--- src/rtl/sha256_link_host_if.sv ---
`default_nettype none
// ============================================================================
// Module   : sha256_link_host_if
// Brief    : Message, hasher-link, digest and status signals of sha256_link_host.
// Revision : 1.0 - initial release
// ============================================================================
interface sha256_link_host_if;
    logic [7:0] msg_data;
    logic       msg_valid;
    logic       msg_last;
    logic       msg_ready;
    logic [7:0] link_data;
    logic       link_valid;
    logic [7:0] link_dig;
    logic       link_flag;
    logic [7:0] dig_data;
    logic       dig_valid;
    logic       dig_last;
    logic       dig_ready;
    logic       busy;
    logic       err_len;
    logic       err_timeout;

    modport master (
        input  msg_data, msg_valid, msg_last, link_dig, link_flag, dig_ready,
        output msg_ready, link_data, link_valid, dig_data, dig_valid, dig_last,
        output busy, err_len, err_timeout
    );

    modport slave (
        output msg_data, msg_valid, msg_last, link_dig, link_flag, dig_ready,
        input  msg_ready, link_data, link_valid, dig_data, dig_valid, dig_last,
        input  busy, err_len, err_timeout
    );
endinterface
`default_nettype wire

--- src/rtl/sha256_link_host.sv ---
`default_nettype none
// ============================================================================
// Module   : sha256_link_host
// Brief    : Buffers one message, bursts it to the byte-serial SHA-256 hasher,
//            captures the 32-byte digest and streams it downstream.
// Revision : 1.0 - initial release
// ============================================================================
module sha256_link_host #(
    parameter int MAX_LEN = 55,
    parameter int TIMEOUT = 1023
) (
    input  logic                 clk,
    input  logic                 rst,
    sha256_link_host_if.master   bus
);
    localparam int         c_IW      = $clog2(MAX_LEN);
    localparam int         c_TW      = $clog2(TIMEOUT + 1);
    localparam logic [6:0] c_MAX     = 7'(MAX_LEN);
    localparam logic [6:0] c_MAXP1   = 7'(MAX_LEN + 1);
    localparam logic [c_TW-1:0] c_TMO_M1 = c_TW'(TIMEOUT - 1);

    localparam logic [2:0] S_COLLECT = 3'd0;
    localparam logic [2:0] S_SEND    = 3'd1;
    localparam logic [2:0] S_WAIT    = 3'd2;
    localparam logic [2:0] S_CAPTURE = 3'd3;
    localparam logic [2:0] S_DRAIN   = 3'd4;

    logic [2:0]      r_state;
    logic [6:0]      r_len;
    logic [6:0]      r_idx;
    logic [4:0]      r_cnt;
    logic [c_TW-1:0] r_tmr;
    logic            r_err_len;
    logic            r_err_timeout;
    logic [7:0]      r_buf  [MAX_LEN];
    logic [7:0]      r_dbuf [32];

    logic       w_hs;
    logic [6:0] w_len_inc;
    logic       w_len_ok;
    logic       w_store;

    assign w_hs      = (r_state == S_COLLECT) && bus.msg_valid;
    // Saturating at MAX_LEN+1 is enough to remember that the message overflowed.
    assign w_len_inc = (r_len >= c_MAXP1) ? r_len : r_len + 7'd1;
    assign w_len_ok  = (w_len_inc != 7'd0) && (w_len_inc <= c_MAX);
    assign w_store   = w_hs && (r_len < c_MAX);

    always_ff @(posedge clk or posedge rst) begin
        if (rst) begin
            r_state       <= S_COLLECT;
            r_len         <= 7'd0;
            r_idx         <= 7'd0;
            r_cnt         <= 5'd0;
            r_tmr         <= '0;
            r_err_len     <= 1'b0;
            r_err_timeout <= 1'b0;
        end else begin
            r_err_len     <= 1'b0;
            r_err_timeout <= 1'b0;
            case (r_state)
                S_COLLECT: begin
                    if (w_hs) begin
                        if (bus.msg_last && w_len_ok) begin
                            r_len   <= w_len_inc;
                            r_idx   <= 7'd0;
                            r_state <= S_SEND;
                        end else if (bus.msg_last) begin
                            r_len     <= 7'd0;
                            r_err_len <= 1'b1;
                        end else begin
                            r_len <= w_len_inc;
                        end
                    end
                end
                S_SEND: begin
                    if (r_idx == r_len - 7'd1) begin
                        r_tmr   <= '0;
                        r_state <= S_WAIT;
                    end else begin
                        r_idx <= r_idx + 7'd1;
                    end
                end
                S_WAIT: begin
                    if (bus.link_flag) begin
                        r_cnt   <= 5'd1;
                        r_state <= S_CAPTURE;
                    end else if (r_tmr == c_TMO_M1) begin
                        r_err_timeout <= 1'b1;
                        r_len         <= 7'd0;
                        r_state       <= S_COLLECT;
                    end else begin
                        r_tmr <= r_tmr + 1'b1;
                    end
                end
                S_CAPTURE: begin
                    if (r_cnt == 5'd31) begin
                        r_cnt   <= 5'd0;
                        r_state <= S_DRAIN;
                    end else begin
                        r_cnt <= r_cnt + 5'd1;
                    end
                end
                S_DRAIN: begin
                    if (bus.dig_ready) begin
                        if (r_cnt == 5'd31) begin
                            r_cnt   <= 5'd0;
                            r_len   <= 7'd0;
                            r_state <= S_COLLECT;
                        end else begin
                            r_cnt <= r_cnt + 5'd1;
                        end
                    end
                end
                default: r_state <= S_COLLECT;
            endcase
        end
    end

    // Payload storage carries no reset; validity is tracked by r_len / r_state.
    always_ff @(posedge clk) begin
        if (w_store)
            r_buf[r_len[c_IW-1:0]] <= bus.msg_data;
        if ((r_state == S_WAIT) && bus.link_flag)
            r_dbuf[0] <= bus.link_dig;
        if (r_state == S_CAPTURE)
            r_dbuf[r_cnt] <= bus.link_dig;
    end

    assign bus.msg_ready   = (r_state == S_COLLECT);
    assign bus.busy        = (r_state != S_COLLECT);
    assign bus.link_valid  = (r_state == S_SEND);
    assign bus.link_data   = (r_state == S_SEND) ? r_buf[r_idx[c_IW-1:0]] : 8'h00;
    assign bus.dig_valid   = (r_state == S_DRAIN);
    assign bus.dig_data    = (r_state == S_DRAIN) ? r_dbuf[r_cnt] : 8'h00;
    assign bus.dig_last    = (r_state == S_DRAIN) && (r_cnt == 5'd31);
    assign bus.err_len     = r_err_len;
    assign bus.err_timeout = r_err_timeout;
endmodule
`default_nettype wire

--- src/flat_wrapper.sv ---
// flat-port wrapper written by rule: the top's interface ports become plain ports
module sha256_link_host_flat 
#(
    parameter int MAX_LEN = 55,
    parameter int TIMEOUT = 1023
)
  (clk, rst, bus_msg_data, bus_msg_valid, bus_msg_last, bus_link_dig, bus_link_flag, bus_dig_ready, bus_msg_ready, bus_link_data, bus_link_valid, bus_dig_data, bus_dig_valid, bus_dig_last, bus_busy, bus_err_len, bus_err_timeout);
  sha256_link_host_if bus_i ();
  input  logic clk;
  input  logic rst;
  input wire logic [$bits(bus_i.msg_data)-1:0] bus_msg_data;
  input wire logic [$bits(bus_i.msg_valid)-1:0] bus_msg_valid;
  input wire logic [$bits(bus_i.msg_last)-1:0] bus_msg_last;
  input wire logic [$bits(bus_i.link_dig)-1:0] bus_link_dig;
  input wire logic [$bits(bus_i.link_flag)-1:0] bus_link_flag;
  input wire logic [$bits(bus_i.dig_ready)-1:0] bus_dig_ready;
  output wire logic [$bits(bus_i.msg_ready)-1:0] bus_msg_ready;
  output wire logic [$bits(bus_i.link_data)-1:0] bus_link_data;
  output wire logic [$bits(bus_i.link_valid)-1:0] bus_link_valid;
  output wire logic [$bits(bus_i.dig_data)-1:0] bus_dig_data;
  output wire logic [$bits(bus_i.dig_valid)-1:0] bus_dig_valid;
  output wire logic [$bits(bus_i.dig_last)-1:0] bus_dig_last;
  output wire logic [$bits(bus_i.busy)-1:0] bus_busy;
  output wire logic [$bits(bus_i.err_len)-1:0] bus_err_len;
  output wire logic [$bits(bus_i.err_timeout)-1:0] bus_err_timeout;
  assign bus_i.msg_data = bus_msg_data;
  assign bus_i.msg_valid = bus_msg_valid;
  assign bus_i.msg_last = bus_msg_last;
  assign bus_i.link_dig = bus_link_dig;
  assign bus_i.link_flag = bus_link_flag;
  assign bus_i.dig_ready = bus_dig_ready;
  assign bus_msg_ready = bus_i.msg_ready;
  assign bus_link_data = bus_i.link_data;
  assign bus_link_valid = bus_i.link_valid;
  assign bus_dig_data = bus_i.dig_data;
  assign bus_dig_valid = bus_i.dig_valid;
  assign bus_dig_last = bus_i.dig_last;
  assign bus_busy = bus_i.busy;
  assign bus_err_len = bus_i.err_len;
  assign bus_err_timeout = bus_i.err_timeout;
  sha256_link_host #(.MAX_LEN(MAX_LEN), .TIMEOUT(TIMEOUT)) u_core (.clk(clk), .rst(rst), .bus(bus_i));
endmodule
--- config.mk ---
export PLATFORM = sky130hd
export DESIGN_NAME = sha256_link_host_flat
export DESIGN_NICKNAME = d
export VERILOG_FILES = /design/src/rtl/sha256_link_host_if.sv /design/src/rtl/sha256_link_host.sv /design/src/flat_wrapper.sv
export SDC_FILE = /design/constraint.sdc
export NUM_CORES = 1
export LEC_CHECK = 0
export CAP_MARGIN = 20
export CORE_MARGIN = 1
export CORE_UTILIZATION = 33
export CTS_BUF_LIST = sky130_fd_sc_hd__clkbuf_2
export DETAILED_ROUTE_END_ITERATION = 6
export SYNTH_ARGS = -nofsm -noshare
export SYNTH_HDL_FRONTEND = slang
export SYNTH_SLANG_ARGS = --single-unit
--- constraint.sdc ---
create_clock -name clk -period 3.16 [get_ports clk]
set_input_delay 0.316 -clock clk [delete_from_list [all_inputs] [get_ports clk]]
set_output_delay 0.316 -clock clk [all_outputs]
set_load 0.02 [all_outputs]
==> results.sh, run 1 <==
export IMPL_finalHoldWorstSlack_ps=203.4
export IMPL_grt_max_degree=56
export IMPL_cts_sinks=730
export IMPL_ir_drop_uv=381.0
export IMPL_post_route_period_util_pct=127.9
export IMPL_nNetsFinal=1916
export IMPL_worstSetupPathType="flop to output pin"
export IMPL_num_rows=108
export IMPL_netlist_area_mm2=0.02928
export IMPL_via_per_inst=5.036
export IMPL_min_period_ps=4042
export IMPL_die_area_mm2=0.08993
export IMPL_grt_pass1_wl_mm=103.0
export IMPL_holdCritPathClass="input port to flop"
export IMPL_syn_area_per_cell_um2=19.33
export IMPL_clkTransAtPathRegs_ps=120
export IMPL_grt_util_all_layers_pct=15.45
export IMPL_syn_inst=1515
export IMPL_clock_skew_ps=111.7
export IMPL_die_height_um=299.9
export IMPL_worstMarginPinSlew_ps=1110
export IMPL_ys_flop_type="edfxtp_1"
export IMPL_cp_end_kind="output pin"
export IMPL_dr_pass1_iters=5
export IMPL_yosys_warnings=0
export IMPL_r2r_slack_ps=420
export IMPL_slew_headroom_pct=25.99
export IMPL_routed_via_count=15990
export IMPL_status="finished, violations left"
export IMPL_synth_edf_count=696
export IMPL_antenna_found_initial=2
export IMPL_hold_viol=0
export IMPL_leakage_nw=11.75
export IMPL_cts_max_level=4
export IMPL_ys_ff_latch=730
export IMPL_grt_busiest_layer="met2"
export IMPL_ant_nets=0
export IMPL_clock_tree_root_cell="clkbuf_2"
export IMPL_final_area_mm2=0.03497
export IMPL_ios=45
export IMPL_postPlaceCellArea_mm2=0.03216
export IMPL_numCtsBuffers=175
export IMPL_grt_pass1_vias=16670
export IMPL_clockBufferDepth=3
export IMPL_fmax_ghz=0.2474
export IMPL_maxSlewViolCount=0
export IMPL_maxCapViolations=0
export IMPL_drt_wl_total_mm=68.86
export IMPL_synth_cell_types=61
export IMPL_synth_nets=1544
export IMPL_met3_usage_pct=4.018
export IMPL_drt_drc_violations_left=0
export IMPL_place_gp_congestion=0.8306
export IMPL_dpl_hpwl_mm=42.54
export IMPL_start_util_pct=33.54
export IMPL_setup_violations_final=17
export IMPL_overflow=0
export IMPL_dr_first_iter_drc_count=1339
export IMPL_fp_dieW_um=299.9
export IMPL_critical_path_startpoint_type="flop"
export IMPL_port_buffers=44
export IMPL_ys_seq_area_share_pct=74.28
export IMPL_grt_setup_unrepaired="true"
export IMPL_clock_latency_ps=1390
export IMPL_crit_arrival_ps=3730
export IMPL_synthArstFlopShare_pct=4.658
export IMPL_met1_usage_pct=20.58
export IMPL_power_density_mw_per_mm2=733.9
export IMPL_critical_path_required_ps=2840
export IMPL_core_area_mm2=0.08729
export IMPL_layout_drive_gt1_share_pct=38.83
export IMPL_post_drt_wl_per_cell_um=21.69
export IMPL_violations="setup timing"
export IMPL_areaGrowthSynthToFinish_pct=19.43
export IMPL_setup_ws_ps=-882.4
export IMPL_use_met2_pct=24.32
export IMPL_tritoncts="done"
export IMPL_cp_max_fo=13
routing by layer:
metal / routed length (um) / part of all wire, %
met3: 4522 / 6.6
met5: 0 / 0
met2: 32850 / 48
met4: 1454 / 2.1
met1: 30030 / 44
through the flow:
stage / setup TNS (ps) / power, mW / cells / setup WS (ps) / util [%]
2_1_floorplan: 0 / 16.14 / 1515 / 523.7 / -
3_3_place_gp: -829.7 / 18.68 / 2801 / -247.9 / 36.85
3_5_place_dp: -1031 / 18.76 / 2801 / -309.7 / 36.85
4_1_cts: -15930 / 25.77 / 3154 / -1036 / 39.66
5_1_grt: -15570 / 26.94 / 3173 / -1047 / 40.06
6_report: -12530 / 25.67 / 3175 / -882.4 / 40.06
cells in the final DEF (no fill, tap or decap), drive strengths merged, types with 4 or more instances in the layout:
master         instances
mux4                 193
and2                  11
o211ai                 7
ha                     7
a31oi                 10
nand2                 87
o31a                   4
o21ai                 27
clkdlybuf4s50         15
dlygate4sd3           25
a21oi                 26
xor2                   5
or3                    6
nand3                 53
diode                  6
a211oi                 9
inv                   24
nand2b                 7
buf                  235
nor2b                  6
dfrtp                 34
clkinv                47
o22ai                 10
and3                   7
clkbuf               250
mux2i                 26
edfxtp               696
nor2                 120
nor3                  16
mux2                   5
final timing paths:
kind | from | endpoint | depth (start not counted)
setup / recovery | u_core.r_idx[0]$_DFFE_PP0P_ | bus_link_data[6] | 7
hold / removal | bus_msg_data[6] | u_core.r_buf[48][6]$_DFFE_PP_ | 2
setup reg to reg | u_core.r_len[0]$_DFFE_PP0P_ | u_core.r_len[5]$_DFFE_PP0P_ | 8
hold reg to reg | u_core.r_tmr[9]$_DFFE_PP0P_ | u_core.r_tmr[9]$_DFFE_PP0P_ | 1
max in group asynchronous | rst | u_core.r_idx[2]$_DFFE_PP0P_ | 5
min in group asynchronous | rst | u_core.bus.err_timeout$_DFF_PP0_ | 5
registers in the layout, indices dropped and copies added, names as in the netlist:
register                count
u_core.bus.err_timeout      1
u_core.r_idx                7
u_core.r_buf              440
u_core.r_tmr               10
u_core.r_dbuf             256
u_core.r_cnt                5
u_core.r_state              3
u_core.bus.err_len          1
u_core.r_len                7
power by group:
| group | internal [mW] | switching [mW] | leakage (nW) | total, mW |
|---|---|---|---|---|
| clock | 2.31 | 3.74 | 1.18 | 6.05 |
| combinational | 4.24 | 4.30 | 3.87 | 8.54 |
| sequential | 10.9 | 0.232 | 6.70 | 11.1 |
| total | 17.4 | 8.27 | 11.8 | 25.7 |
what timing repair did:
| item | 4_1_cts | 5_1_grt |
|---|---|---|
| hold buffers | 20 | 5 |
| gates cloned | 4 | 2 |
| pin swaps | 16 | 25 |
| setup endpoints to repair | 21 | 19 |
| endpoints found under the hold margin | 699 | 96 |
| buffers inserted | 28 | 5 |
| resized for setup | 195 | 41 |
area by class of cell:
| class | count | area (um^2) |
|---|---|---|
| antenna | 6 | 15.01 |
| clock buffer | 248 | 1241 |
| inverter | 20 | 80.08 |
| multi-input combinational | 681 | 7350 |
| tap | 1155 | 1445 |
| fill | 7939 | 52320 |
| sequential | 730 | 21770 |
| clock inverter | 56 | 317.8 |
| timing repair buffer | 279 | 2751 |
Yosys cell counts, drive strengths merged (2+ instances only):
cell type,instances,area [um^2]
edfxtp,696,20900
mux4,193,4347
nor2,120,450.4
nand2,87,326.6
nand3,53,265.3
clkbuf,48,180.2
buf,36,217.7
dfrtp,34,850.8
o21ai,27,135.1
a21oi,26,130.1
mux2i,26,260.3
inv,17,63.81
nor3,16,90.09
and2,11,68.82
a31oi,10,62.56
o22ai,10,62.56
a211oi,9,67.56
and3,7,43.79
ha,7,87.58
nand2b,7,43.79
o211ai,7,57.55
nor2b,6,45.04
or3,6,37.54
mux2,5,60.05
xor2,5,43.79
o31a,4,35.03
a41oi,3,26.28
clkinv,3,11.26
nand4,3,18.77
nor4,3,25.02
o22a,3,26.28
or2,3,18.77
or4,3,22.52
o21a,2,15.01
o221ai,2,17.52
o31ai,2,15.01
or3b,2,20.02
cells by family (layout without fill, tap and decap cells):
group / Yosys count / count (layout) / synth area share (%)
flip-flops: 730 / 730 / 74.28
AND/OR/NAND/NOR: 331 / 331 / 5.179
AO/OA/AOI/OAI: 112 / 112 / 2.427
buffers and inverters: 104 / 603 / 1.615
XOR/XNOR: 7 / 7 / 0.2606
adder cells (fa/ha/maj): 7 / 7 / 0.2991
other: 0 / 6 / 0
multiplexers: 224 / 224 / 15.94
worst max-delay path: stages, from the launching register on:
cell      delay, ps
dfrtp_4         540
buf_4           160
buf_12          140
mux4_2          370
mux2i_1          80
mux4_2          500
a211oi_4        360
buf_6           170
No activity file was read; power rests on OpenSTA's default activity.
==> run 2, diff against run 1 <==
CORE_MARGIN = 2   (was 1)
clock period = 3.9 ns   (was 3.16 ns; I/O delays follow)
==> results.sh, run 2 (synthesized netlist as in run 1, its figures left out) <==
export IMPL_start_util_pct=33.24
export IMPL_setup_violations_final=8
export IMPL_clkTransAtPathRegs_ps=110
export IMPL_num_rows=109
export IMPL_via_per_inst=5.034
export IMPL_ant_nets=0
export IMPL_die_area_mm2=0.09113
export IMPL_port_buffers=44
export IMPL_slowest_stage="dfrtp_4"
export IMPL_postPlaceCellArea_mm2=0.03160
export IMPL_clock_tree_root_cell="clkbuf_2"
export IMPL_routed_via_count=15720
export IMPL_slew_headroom_pct=30.94
export IMPL_holdPathStages=1
export IMPL_finish_utilization_pct=39.27
export IMPL_overflow=0
export IMPL_tns_ps=-1318
export IMPL_grt_pass1_wl_mm=100.6
export IMPL_core_area_mm2=0.08810
export IMPL_place_gp_congestion=0.7856
export IMPL_antenna_found_initial=2
export IMPL_violations="setup timing"
export IMPL_drt_drc_violations_left=0
export IMPL_dpl_hpwl_mm=41.08
export IMPL_final_fill_count=8115
export IMPL_final_area_mm2=0.03460
export IMPL_setup_ws_ps=-266.0
export IMPL_crit_chain="buf_12 > buf_4 > mux4_2 > inv_1 > mux4_2 > a211oi_4 > buf_6"
export IMPL_total_power_mw=20.50
export IMPL_post_route_period_util_pct=106.8
export IMPL_ir_drop_uv=292.6
export IMPL_worstReg2RegStart="u_core.r_len[0]$_DFFE_PP0P_"
export IMPL_clock_latency_ps=1360
export IMPL_placedCellCount=2734
export IMPL_hold_path_end="u_core.r_dbuf[20][2]$_DFFE_PP_"
export IMPL_worstMarginPinSlew_ps=1036
export IMPL_numCtsBuffers=172
export IMPL_path_buf_inv=4
export IMPL_status="finished, violations left"
export IMPL_dr_pass1_iters=6
export IMPL_holdCritPathClass="input port to flop"
export IMPL_worstSetupPathType="flop to output pin"
export IMPL_grt_util_all_layers_pct=14.81
export IMPL_leakage_nw=11.49
export IMPL_cts_max_level=4
export IMPL_die_height_um=301.9
export IMPL_pre_cts_slack_ps=285.9
export IMPL_r2r_slack_ps=890
export IMPL_finalHoldWorstSlack_ps=105.3
export IMPL_tritoncts="done"
export IMPL_maxCapViolations=0
export IMPL_nNetsFinal=1853
export IMPL_maxSlewViolCount=0
export IMPL_grt_max_degree=56
export IMPL_crit_arrival_ps=3780
export IMPL_worstHoldStart="bus_link_dig[2]"
export IMPL_ios=45
export IMPL_final_cells=3123
export IMPL_grt_pass1_vias=16180
export IMPL_crit_family="multiplexers"
export IMPL_multiInputGateArea_mm2=0.007328
export IMPL_grt_setup_unrepaired="true"
export IMPL_rr_worst_depth=8
export IMPL_fp_dieW_um=301.9
export IMPL_fmax_ghz=0.2400
export IMPL_clockBufferDepth=3
export IMPL_areaGrowthSynthToFinish_pct=18.15
export IMPL_layout_drive_gt1_share_pct=36.50
export IMPL_drt_wl_total_mm=67.67
export IMPL_cts_sinks=730
export IMPL_mostFrequentLayoutCell="edfxtp_1"
export IMPL_cpMostUsedCell="mux4_2"
export IMPL_mostFrequentLayoutCells="edfxtp_1, clkbuf_2, mux4_2, nor2_1, buf_4"
export IMPL_hold_viol=0
export IMPL_timing_rr_end="u_core.r_tmr[1]$_DFFE_PP0P_"
export IMPL_critPathMaxStageDelay_ps=590
export IMPL_clock_skew_ps=112.1
export IMPL_post_drt_wl_per_cell_um=21.67
export IMPL_cp_end_kind="output pin"
export IMPL_power_density_mw_per_mm2=592.7
export IMPL_critical_path_required_ps=3510
export IMPL_cp_max_fo=6
export IMPL_critical_path_startpoint_type="flop"
export IMPL_seq_area_mm2=0.02177
export IMPL_dr_first_iter_drc_count=1275
export IMPL_min_period_ps=4166
export IMPL_largest_reg_flops=440
-- run 2: cell count changes in the layout (fill, tap and decap cells not counted), moves of 6 or more --
| cell | change |
|---|---|
| nand3_1 | -7 |
| buf_4 | -60 |
| buf_16 | +6 |
| nand3_2 | +7 |
| buf_6 | -8 |
| clkbuf_2 | +8 |
-- run 2: layout make-up --
type / count / area share [%]
Clock inverter: 51 / 0.8535
Sequential cell: 730 / 62.93
Tap cell: 1165 / 4.213
Clock buffer: 255 / 3.689
Inverter: 20 / 0.2170
Timing Repair Buffer: 219 / 6.904
Multi-Input combinational cell: 681 / 21.18
Antenna cell: 2 / 0.01447
-- run 2: power breakdown --
group	total, mW	internal, mW	switching, mW
sequential	9.09	8.79	0.298
clock	4.91	1.94	2.97
combinational	6.51	3.23	3.27
total	20.5	14.0	6.54
-- run 2: repair_timing --
| item | CTS | global route |
|---|---|---|
| gates resized for setup | 104 | 75 |
| pin swaps | 2 | 22 |
| buffers inserted | 15 | 21 |
| endpoints found under the setup margin | 17 | 16 |
| endpoints found under the hold margin | 517 | 101 |
| hold buffers | 14 | 10 |
| cloned | 4 | 5 |
-- run 2: routing by layer --
layer	global-route usage [%]	share of wire (%)	vias to the layer above
met5	0	0	-
met4	5.104	1.6	0
met3	3.153	6.1	104
met2	23.63	48	565
met1	20.20	44	8159
li1	-	-	6892
-- run 2: how the worst max path moves through the flow --
stage,cells after the start,to,from
finish,7,bus_link_data[6],u_core.r_idx[0]$_DFFE_PP0P_
global route,9,bus_link_data[6],u_core.r_idx[0]$_DFFE_PP0P_
floorplan,11,u_core.r_tmr[1]$_DFFE_PP0P_,u_core.r_len[0]$_DFFE_PP0P_
CTS,8,bus_link_data[7],u_core.r_idx[0]$_DFFE_PP0P_
global placement,7,bus_link_data[2],u_core.r_state[0]$_DFFE_PP0P_
detailed placement,7,bus_link_data[2],u_core.r_state[0]$_DFFE_PP0P_
==> run 3, diff against run 2 <==
CORE_UTILIZATION = 30   (was 33)
PLACE_DENSITY = 0.46   (was not set)
==> results.sh, run 3 (synthesized netlist as in run 1, its figures left out) <==
export IMPL_status="finished, violations left"
export IMPL_violations="setup timing"
export IMPL_worstReg2RegStart="u_core.r_cnt[4]$_DFFE_PP0P_"
export IMPL_core_area_mm2=0.09671
export IMPL_total_power_mw=21.15
export IMPL_finish_utilization_pct=36.31
export IMPL_postPlaceCellArea_mm2=0.03180
export IMPL_final_area_mm2=0.03511
export IMPL_slew_headroom_pct=28.68
export IMPL_placedCellCount=2855
export IMPL_drt_wl_total_mm=73.62
export IMPL_grt_max_degree=56
export IMPL_cts_max_level=4
export IMPL_die_height_um=316.4
export IMPL_antenna_found_initial=3
export IMPL_cp_end_kind="output pin"
export IMPL_critPathMaxStageDelay_ps=550
export IMPL_grt_pass1_wl_mm=108.3
export IMPL_die_area_mm2=0.1001
export IMPL_ios=45
export IMPL_ant_nets=0
export IMPL_worst_path_stages=8
export IMPL_maxSlewViolCount=0
export IMPL_cts_sinks=730
export IMPL_maxCapViolations=0
export IMPL_dr_pass1_iters=5
export IMPL_hold_viol=0
export IMPL_clkTransAtPathRegs_ps=110
export IMPL_worstHoldStart="bus_msg_data[3]"
export IMPL_pre_cts_slack_ps=356.2
export IMPL_worstSetupPathType="flop to output pin"
export IMPL_fp_dieW_um=316.4
export IMPL_fmax_ghz=0.2398
export IMPL_nNetsFinal=1877
export IMPL_drt_drc_violations_left=0
export IMPL_path_buf_inv=3
export IMPL_grt_util_all_layers_pct=14.88
export IMPL_port_buffers=44
export IMPL_crit_family="multiplexers"
export IMPL_power_density_mw_per_mm2=602.3
export IMPL_worstMarginPinSlew_ps=1070
export IMPL_mostFrequentLayoutCell="edfxtp_1"
export IMPL_num_rows=114
export IMPL_routed_via_count=15700
export IMPL_post_drt_wl_per_cell_um=22.52
export IMPL_tns_ps=-2429
export IMPL_finalHoldWorstSlack_ps=93.95
export IMPL_clock_skew_ps=118.0
export IMPL_mostFrequentLayoutCells="edfxtp_1, clkbuf_2, mux4_2, nor2_1, buf_4"
export IMPL_dpl_hpwl_mm=44.37
export IMPL_setup_violations_final=16
export IMPL_grt_pass1_vias=16400
export IMPL_layout_drive_gt1_share_pct=38.24
export IMPL_crit_chain="buf_12 > bufbuf_16 > mux4_2 > mux2i_4 > nor2_1 > o21ai_1 > nand3_2 > buf_6"
export IMPL_min_period_ps=4170
export IMPL_slowest_stage="dfrtp_4"
export IMPL_critical_path_required_ps=3510
export IMPL_r2r_slack_ps=740
export IMPL_tritoncts="done"
export IMPL_areaGrowthSynthToFinish_pct=19.90
export IMPL_cp_endpoint="bus_link_data[2]"
export IMPL_overflow=0
export IMPL_critPathLaunch="u_core.r_idx[0]$_DFFE_PP0P_"
export IMPL_ir_drop_uv=301.5
export IMPL_cp_max_fo=10
export IMPL_holdCritPathClass="input port to flop"
export IMPL_setup_ws_ps=-269.7
export IMPL_grt_setup_unrepaired="true"
export IMPL_dr_first_iter_drc_count=1130
export IMPL_clockBufferDepth=3
export IMPL_critical_path_startpoint_type="flop"
export IMPL_largest_reg_flops=440
export IMPL_clock_latency_ps=1400
export IMPL_crit_arrival_ps=3780
export IMPL_start_util_pct=30.28
export IMPL_clock_tree_root_cell="clkbuf_2"
export IMPL_leakage_nw=11.66
export IMPL_place_gp_congestion=0.7636
export IMPL_timing_rr_end="u_core.r_dbuf[16][3]$_DFFE_PP_"
export IMPL_final_cells=3269
export IMPL_numCtsBuffers=189
export IMPL_via_per_inst=4.803
export IMPL_rr_worst_depth=3
export IMPL_post_route_period_util_pct=106.9
run 3: cell count changes in the layout (fill, tap and decap cells not counted), sizes merged, moves of 2 or more:
cell and change:
inv +3, clkbuf +14, bufbuf +2, clkinv +7, buf +7
run 3: worst min path at each step:
stage | endpoint | slack, ps | depth (start not counted)
floorplan | u_core.r_tmr[9]$_DFFE_PP0P_ | 450 | 1
global placement | u_core.r_tmr[9]$_DFFE_PP0P_ | 480 | 1
detailed placement | u_core.r_tmr[9]$_DFFE_PP0P_ | 490 | 1
CTS | u_core.r_buf[10][6]$_DFFE_PP_ | 0.2 | 2
global route | u_core.r_buf[40][0]$_DFFE_PP_ | -4 | 2
finish | u_core.r_buf[31][3]$_DFFE_PP_ | 90 | 2
run 3: metal layers:
metal	part of all wire [%]	vias up	GRT usage (%)	routed length, um
li1	-	6967	-	-
met3	4.3	109	3.368	3188
met5	0.018	-	0	13
met2	51	373	24.64	37410
met1	43	8251	19.14	31540
met4	2.0	2	5.521	1473
run 3: timing repair:
action | in CTS | in global routing
gates cloned | 8 | 4
setup endpoints to repair | 18 | 17
setup buffers | 22 | 13
hold buffers | 17 | 6
resized for setup | 167 | 67
pin swaps | 17 | 26
hold endpoints to repair | 600 | 88
run 3: final cells by class:
cell class | count | area [um^2]
Sequential cell | 730 | 21770
Inverter | 20 | 75.07
Tap cell | 1276 | 1597
Clock buffer | 270 | 1351
Multi-Input combinational cell | 681 | 7453
Clock inverter | 63 | 380.4
Fill cell | 9111 | 61600
Timing Repair Buffer | 226 | 2480
Antenna cell | 3 | 7.507
run 3: where the power goes:
group          internal (mW)  switching [mW]  total [mW]
logic                   3.35            3.49        6.85
registers               8.79           0.245        9.03
clock network           2.14            3.13        5.27
